<file path="src/rtl/lsu_ctrl.sv">
// LSU responder: latches a load/store, runs one data-bus access (req/gnt, rvalid), returns a one-cycle lsu_READY.
// Latency VALID->READY: 2 cycles minimum (store, or load with rvalid alongside gnt), longer while gnt/rvalid are late.
// Stalls on gnt/rvalid up to TIMEOUT_CYC cycles then aborts with o_lsu_err; LSU_MISALIGN_TRAP_EN traps misaligned h/w accesses.
module lsu_ctrl #(
    parameter int ADDR_W      = 32,
    parameter int TIMEOUT_CYC = 255
) (
    input  logic              i_clk,
    input  logic              i_rst,
    input  logic              lsu_VALID,
    output logic              lsu_READY,
    input  logic              i_st_mem,
    input  logic [2:0]        i_funct3,
    input  logic [31:0]       i_addr,
    input  logic [31:0]       i_st_data,
    output logic [31:0]       o_ld_data,
    output logic              o_lsu_err,
    output logic              o_mem_req,
    output logic              o_mem_we,
    output logic [ADDR_W-1:0] o_mem_addr,
    output logic [3:0]        o_mem_be,
    output logic [31:0]       o_mem_wdata,
    input  logic              i_mem_gnt,
    input  logic              i_mem_rvalid,
    input  logic [31:0]       i_mem_rdata
);
    localparam int CNT_W = $clog2(TIMEOUT_CYC + 1);

    typedef enum logic [1:0] {IDLE, REQ, WAIT, DONE} state_t;

    state_t            state_q, state_d;
    logic              we_q, we_d;
    logic [2:0]        f3_q, f3_d;
    logic [1:0]        off_q, off_d;
    logic [ADDR_W-3:0] waddr_q, waddr_d;
    logic [3:0]        be_q, be_d;
    logic [31:0]       wdata_q, wdata_d;
    logic [CNT_W-1:0]  cnt_q, cnt_d;
    logic [31:0]       ld_q, ld_d;
    logic              err_q, err_d;

    logic [3:0]  st_be;
    logic [31:0] st_wdata;
    logic [7:0]  ld_byte;
    logic [15:0] ld_half;
    logic [31:0] ld_ext;
    logic        timeout;

    // Halfwords only look at addr[1], so a misaligned h is force-aligned down.
    always_comb begin
        st_be    = 4'b1111;
        st_wdata = i_st_data;
        case (i_funct3[1:0])
            2'b00: begin
                st_be    = 4'b0001 << i_addr[1:0];
                st_wdata = {4{i_st_data[7:0]}};
            end
            2'b01: begin
                st_be    = i_addr[1] ? 4'b1100 : 4'b0011;
                st_wdata = {2{i_st_data[15:0]}};
            end
            default: ;
        endcase
    end

    assign ld_byte = i_mem_rdata[{off_q, 3'b000} +: 8];
    assign ld_half = off_q[1] ? i_mem_rdata[31:16] : i_mem_rdata[15:0];

    always_comb begin
        case (f3_q)
            3'b000:  ld_ext = {{24{ld_byte[7]}}, ld_byte};
            3'b100:  ld_ext = {24'd0, ld_byte};
            3'b001:  ld_ext = {{16{ld_half[15]}}, ld_half};
            3'b101:  ld_ext = {16'd0, ld_half};
            default: ld_ext = i_mem_rdata;
        endcase
    end

`ifdef LSU_MISALIGN_TRAP_EN
    logic misalign;
    assign misalign = (i_funct3[1:0] == 2'b01) ? i_addr[0]
                    : (i_funct3[1:0] != 2'b00) ? (i_addr[1:0] != 2'b00)
                    : 1'b0;
`endif

    assign timeout = (cnt_q == CNT_W'(TIMEOUT_CYC - 1));

    always_comb begin
        state_d = state_q;
        we_d    = we_q;
        f3_d    = f3_q;
        off_d   = off_q;
        waddr_d = waddr_q;
        be_d    = be_q;
        wdata_d = wdata_q;
        cnt_d   = cnt_q;
        ld_d    = ld_q;
        err_d   = err_q;
        case (state_q)
            IDLE: begin
                if (lsu_VALID) begin
                    we_d    = i_st_mem;
                    f3_d    = i_funct3;
                    off_d   = i_addr[1:0];
                    waddr_d = i_addr[ADDR_W-1:2];
                    be_d    = st_be;
                    wdata_d = st_wdata;
                    cnt_d   = '0;
                    ld_d    = '0;
                    err_d   = 1'b0;
                    state_d = REQ;
`ifdef LSU_MISALIGN_TRAP_EN
                    if (misalign) begin
                        err_d   = 1'b1;
                        state_d = DONE;
                    end
`endif
                end
            end
            REQ: begin
                if (i_mem_gnt) begin
                    cnt_d = '0;
                    if (we_q) begin
                        state_d = DONE;
                    end else if (i_mem_rvalid) begin
                        ld_d    = ld_ext;
                        state_d = DONE;
                    end else begin
                        state_d = WAIT;
                    end
                end else if (timeout) begin
                    cnt_d   = '0;
                    err_d   = 1'b1;
                    ld_d    = '0;
                    state_d = DONE;
                end else begin
                    cnt_d = cnt_q + CNT_W'(1);
                end
            end
            WAIT: begin
                if (i_mem_rvalid) begin
                    cnt_d   = '0;
                    ld_d    = ld_ext;
                    state_d = DONE;
                end else if (timeout) begin
                    cnt_d   = '0;
                    err_d   = 1'b1;
                    ld_d    = '0;
                    state_d = DONE;
                end else begin
                    cnt_d = cnt_q + CNT_W'(1);
                end
            end
            default: state_d = IDLE;
        endcase
    end

    always_ff @(posedge i_clk or posedge i_rst) begin
        if (i_rst) begin
            state_q <= IDLE;
            we_q    <= 1'b0;
            f3_q    <= '0;
            off_q   <= '0;
            waddr_q <= '0;
            be_q    <= '0;
            wdata_q <= '0;
            cnt_q   <= '0;
            ld_q    <= '0;
            err_q   <= 1'b0;
        end else begin
            state_q <= state_d;
            we_q    <= we_d;
            f3_q    <= f3_d;
            off_q   <= off_d;
            waddr_q <= waddr_d;
            be_q    <= be_d;
            wdata_q <= wdata_d;
            cnt_q   <= cnt_d;
            ld_q    <= ld_d;
            err_q   <= err_d;
        end
    end

    assign lsu_READY   = (state_q == DONE);
    assign o_ld_data   = ld_q;
    assign o_lsu_err   = err_q;
    assign o_mem_req   = (state_q == REQ);
    assign o_mem_we    = we_q;
    assign o_mem_addr  = {waddr_q, 2'b00};
    assign o_mem_be    = be_q;
    assign o_mem_wdata = wdata_q;
endmodule

</file>
<file path="config.mk">
export PLATFORM = sky130hd
export DESIGN_NAME = lsu_ctrl
export DESIGN_NICKNAME = d
export VERILOG_FILES = /design/src/rtl/lsu_ctrl.sv
export SDC_FILE = /design/constraint.sdc
export NUM_CORES = 1
export LEC_CHECK = 0
export CORE_AREA = 2 2 146 91
export CTS_CLUSTER_DIAMETER = 120
export CTS_CLUSTER_SIZE = 25
export DETAILED_ROUTE_END_ITERATION = 7
export DIE_AREA = 0 0 148 93
export PLACE_DENSITY = 0.9
export SLEW_MARGIN = 20
export SYNTH_ARGS = -nofsm -noshare
export SYNTH_HDL_FRONTEND = slang
export SYNTH_SLANG_ARGS = --single-unit
</file>
<file path="constraint.sdc">
create_clock -name i_clk -period 8.1 [get_ports i_clk]
set_input_delay 1.62 -clock i_clk [delete_from_list [all_inputs] [get_ports i_clk]]
set_output_delay 1.62 -clock i_clk [all_outputs]
set_load 0.005 [all_outputs]
</file>
# Yosys cells after proc, flatten, opt, wreduce, memory -nomap -nowiden
# Index checks and enable logic that the tools add are counted.
# W data, S select, Z words.
[totals]
register_bits = 115
[classes]
n_mux = 29
shifts = 2
n_eq_ne = 13
add_sub_neg = 1
reduce_logical = 8
[ops]
columns = ["operator", "n"]
rows = [
  ["$mux W32", 6],
  ["$pmux W32 S4", 1],
  ["$pmux W32 S3", 1],
  ["$pmux W32 S2", 1],
  ["$mux W8", 4],
  ["$shiftx A32 B6 Y8", 1],
  ["$pmux W8 S3", 1],
  ["$mux W16", 1],
  ["$add A8 B1 Y8 const B", 1],
  ["$eq A8 B8 Y1 const B", 1],
  ["$mux W2", 4],
  ["$pmux W4 S2", 1],
  ["$reduce_and A4 Y1", 2],
  ["$eq A3 B3 Y1 const B", 2],
  ["$mux W1", 6],
  ["$ne A2 B2 Y1 const B", 3],
  ["$pmux W2 S3", 1],
  ["$eq A2 B1 Y1 const B", 2],
  ["$eq A2 B2 Y1 const B", 2],
  ["$logic_not A2 Y1", 2],
  ["$mux W4", 1],
  ["$reduce_and A2 Y1", 2],
  ["$shl A1 B2 Y4 const A", 1],
  ["$eq A3 B1 Y1 const B", 1],
  ["other kinds (5)", 5],
]

# Logic depth before layout (Yosys ltp)
[logic_depth]
ltp_word = 6
ltp_mapped = 8
depth_no_buf = 6

# Worst setup path before layout
# No wires, ideal clock.
[synth_path]
kind = "input to register"
start = "in i_mem_rvalid"
end = "reg ld_q[17] (netlist: o_ld_data[17])"
stages = 6
path_slack_ns = 5.267
n_path_buf = 2
required_time_ns = 7.979
t_arrival_ns = 2.712
path_cell_list = "nand2b_1 a311oi_2 a21bo_1 buf_6 buf_6 a22o_1"
[synth_via]
elab_chain_len = 2
word_cells_on_any_way = 4
classes_between = "eq/ne: 1; mux: 2; reduce/logical: 1"
[synth_rtl]
columns = ["element", "line_no", "rtl"]
rows = [
  ["start, declared", "24", "input logic i_mem_rvalid,"],
  ["$ne A3 B2 Y1 (no source line) / $mux W32 (equally long branches)", "--", ""],
  ["$reduce_and A4 Y1 (no source line) / $pmux W32 S3 (equally long branches)", "--", ""],
  ["end signal, assigned", "179", "ld_q <= ld_d;"],
  ["end, declared", "39", "logic [31:0] ld_q, ld_d;"],
]
# Parallel ways exist; a longest one is shown, timed or not.
# A chain may end at the register's enable or synchronous reset.

# Final worst setup path
[layout_path]
start = "in lsu_VALID"
end = "reg ld_q[23] (netlist: o_ld_data[23])"
[layout_via]
elab_chain_len = 2
[layout_rtl]
columns = ["element", "line_no", "rtl"]
rows = [
  ["start, declared", "10", "input logic lsu_VALID,"],
  ["$ne A2 B2 Y1 (no source line)", "--", ""],
  ["$reduce_and A4 Y1 (no source line)", "--", ""],
]
# Every way passes these cells.

==> metrics.md <==
| Metric | Value |
|---|---|
| Number of port buffers | around 210 |
| Count of flip-flops with a built-in enable after synthesis | 0 |
| Arrival time reported for the critical path endpoint | between 3 and 4 ns |
| Capture point of the worst reg-to-reg path | o_ld_data[23] |
| Netlist area before placement | about 5500 um2 |
| Run status | finished clean |
| Diodes inserted | 0 |
| Final slew viol count | 0 |
| CTS sink cnt | about 120 |
| Worst min-delay path startpoint | o_mem_wdata[16] |
| Mean instance size in the synthesized netlist | around 11 um2 |
| Number of warnings printed during yosys synthesis | 0 |
| Skew-Pair Late Insertion Delay | 0.40 ns |
| Critical setup path kind | in -> reg |
| FF-to-FF path depth | 6 |
| Hold WC Path Type | reg -> reg |
| DRC Markers | 0 |
| Crit. End Element | flop |
| Area enclosed by the die boundary | between 10000 and 15000 um2 |
| Least-Margin Pin Slew | 1.050 ns |
| Area overhead of the layout relative to synthesis | 50.38% |
| Clock Tree Root | clkbuf_16 |
| Detailed-route via count | between 4k and 5k |
| GRT Resource Usage Total | 0.2378 |
| Crit path max fanout | 25 |
| Post CTS Setup Buffer Count | 0 |
| Worst reg2reg path startpoint | state_q[0] |
| Clock-pin slew on the worst setup and hold paths | 0.05 ns |
| Total non-filler cell area in the finished layout | around 8200 um2 |
| Leading register cell type out of synthesis | dfrtp_1 |
| Hold buffer count at CTS | 0 |
| Detailed Route WL | ~16000 um |
| Wire length of the first global-routing pass | 25720 um |
| Max clock buf depth | 2 |
| Cell leakage power | 3.545 nW |
| Remaining max-slew budget at the tightest pin | 0.2997 |
| Number of max-capacitance violations reported | 0 |
| Average wire length per cell after detail routing | 18.14 um |
| Setup repair after global routing missed its margin | false |
| Seq/Total Area, Yosys | 0.5257 |
| Register bit count reported by yosys | 115 |
| CTS H-Tree Depth | 4 |
| Number of DRC markers in iteration 0 | 312 |
| Number of cells on the worst hold path | 2 |
| Initial core utilization | 0.4382 |
| Share of flip-flops with an asynchronous set or reset after synthesis | 1.000 |
| Final estimated routing congestion in global placement | around 0.87 |
| Y dimension of the die | about 93 um |
| Aggregate negative setup slack | 0 ns |
| Count of endpoints failing hold in the final timing report | 0 |
| TritonCTS buffer count | 17 |
| HPWL after detailed placement | ~11000 um |
| Filler cells | 930 |
| CTS tree | done |
| Yosys cell types | 46 |
| Number of antenna violations at the first check in global routing | 0 |
| Top Ports | about 210 |
| Proportion of layout cells with a drive suffix above 1 | 0.1222 |
| Post-place instance area | 7620 um2 |
| Mapped Cells | 496 |
| Number of iterations in the first detailed-routing pass | 4 |
| IR drop worst, VDD | 186.9 uV |
| Site Rows | 32 |
| R2r setup slk | around 5.4 ns |
| Fmax | roughly 0.28 GHz |
| Antenna violation net count after detailed routing | 0 |
| P per Cell Area | 363.7 nW/um2 |
| Post-CTS resize count | 0 |
| Data required, critical path | roughly 8.4 ns |
| Vias in the first global route | 4938 |
| Die Span X | about 150 um |
| Vias per Instance | roughly 5.4 |
| Hold Path Sink | o_mem_wdata[16] |
| Final-stage net count | 803 |
| Final period util | 0.4405 |
| Shortest period the worst path allows | 3.568 ns |
| Finish-stage setup viols | 0 |
| Total grt overflow | 0 |
| Final setup skew | 0.01048 ns |
| Largest net degree at the start of global routing | 101 |
| Core ar. | roughly 12000 um2 |
| Nature of the critical path startpoint | primary input |
-- worst max path at each step --
stage,startpoint,endpoint,slack [ns]
6_report,lsu_VALID,o_ld_data[23],4.53
5_1_grt,lsu_VALID,o_ld_data[23],4.35
4_1_cts,state_q[1],lsu_READY,4.54
3_5_place_dp,lsu_VALID,o_ld_data[26],4.16
3_3_place_gp,lsu_VALID,o_ld_data[27],4.26
2_1_floorplan,i_rst,cnt_q[0],3.44
-- flip-flops by register name (all words and copies together) (netlist names) --
register / cells
o_lsu_err: 1
o_mem_we: 1
o_mem_wdata: 32
waddr_q: 30
o_mem_be: 4
o_ld_data: 32
f3_q: 3
cnt_q: 8
state_q: 2
off_q: 2
-- kinds of logic (layout without fill, tap and decap cells) --
family,after synthesis,count (layout),share of synthesized area
other,1,2,0.0006851
adders and majority gates,6,6,0.01371
muxes,76,76,0.1511
AOI/OAI and AO/OA,127,127,0.1595
and+or+nand+nor,117,117,0.1008
DFF,115,115,0.5257
buffers and inverters,49,256,0.04046
xor gates and xnor gates,5,5,0.008000
-- worst max-delay path, cell delays in order --
cell	delay (ns)
clkdlybuf4s50_1	0.51
nor2b_1	0.58
a311oi_2	0.16
a21bo_1	0.75
a22o_1	0.27
-- metrics by stage --
stage | hold slack [ns] | power, mW | util | setup slack [ns] | cells
floorplan | 0.4733 | 1.569 | - | 3.436 | 497
global placement | 0.4638 | 2.146 | 0.6100 | 4.261 | 843
detailed placement | 0.4692 | 2.209 | 0.6100 | 4.161 | 843
CTS | 0.4810 | 3.007 | 0.6587 | 4.545 | 874
global route | 0.4977 | 3.163 | 0.6590 | 4.351 | 874
finish | 0.4784 | 2.994 | 0.6590 | 4.532 | 874
-- synthesized netlist by cell type (all sizes together) (5+ instances only) --
library cell	n	area (um2)
nand2b	14	87.58
a21o	16	120.1
clkbuf	21	78.83
mux2i	32	320.3
a21oi	24	123.9
a32o	8	80.08
a22o	18	157.7
dfrtp	115	2878
buf	11	78.82
nand2	43	161.4
o21ai	38	190.2
xnor2	5	43.79
nor2	33	123.9
o32ai	7	61.31
ha	6	75.07
inv	17	63.81
mux2	43	484.2
or3	9	56.30
-- power breakdown --
| group | switching, mW | total [mW] | internal (mW) | leakage, nW |
|---|---|---|---|---|
| Clock | 0.261 | 0.780 | 0.519 | 0.289 |
| Combinational | 0.506 | 1.21 | 0.700 | 1.80 |
| Sequential | 0.196 | 1.01 | 0.812 | 1.45 |
-- layer usage --
layer / up-vias / routed length (um) / part of all wire / GRT usage
met5: - / 0 / 0 / 0
met2: 233 / 7627 / 0.48 / 0.3974
met4: 0 / 235 / 0.015 / 0.06429
met3: 21 / 1467 / 0.093 / 0.09024
li1: 2157 / - / - / -
met1: 2279 / 6523 / 0.41 / 0.2916
-- final cells by class --
| cell class | instances | area (um2) | share of cell area |
|---|---|---|---|
| Multi-Input combinational cell | 333 | 2389 | 0.2902 |
| Sequential cell | 115 | 2879 | 0.3497 |
| Tap cell | 170 | 212.7 | 0.02584 |
| Inverter | 17 | 66.31 | 0.008056 |
| Timing Repair Buffer | 208 | 2077 | 0.2523 |
| Clock buffer | 21 | 450.4 | 0.05472 |
| Clock inverter | 10 | 157.7 | 0.01915 |
-- layout by cell type (no fill, tap or decap), drive strengths merged, types with 3 or more instances in the layout --
cell type and instances:
a21oi 24, o21ai 38, a21o 16, nand3 3, clkdlybuf4s50 206, inv 17
a22o 18, or3 9, o32ai 7, nor4b 3, mux2i 32, nand2 43
bufinv 4, dfrtp 115, xnor2 5, or2 3, clkinv 3, nor2 33
clkbuf 21, a32o 8, nand2b 14, clkinvlp 3, ha 6, mux2 43
No activity file was read; power rests on OpenSTA's default activity.
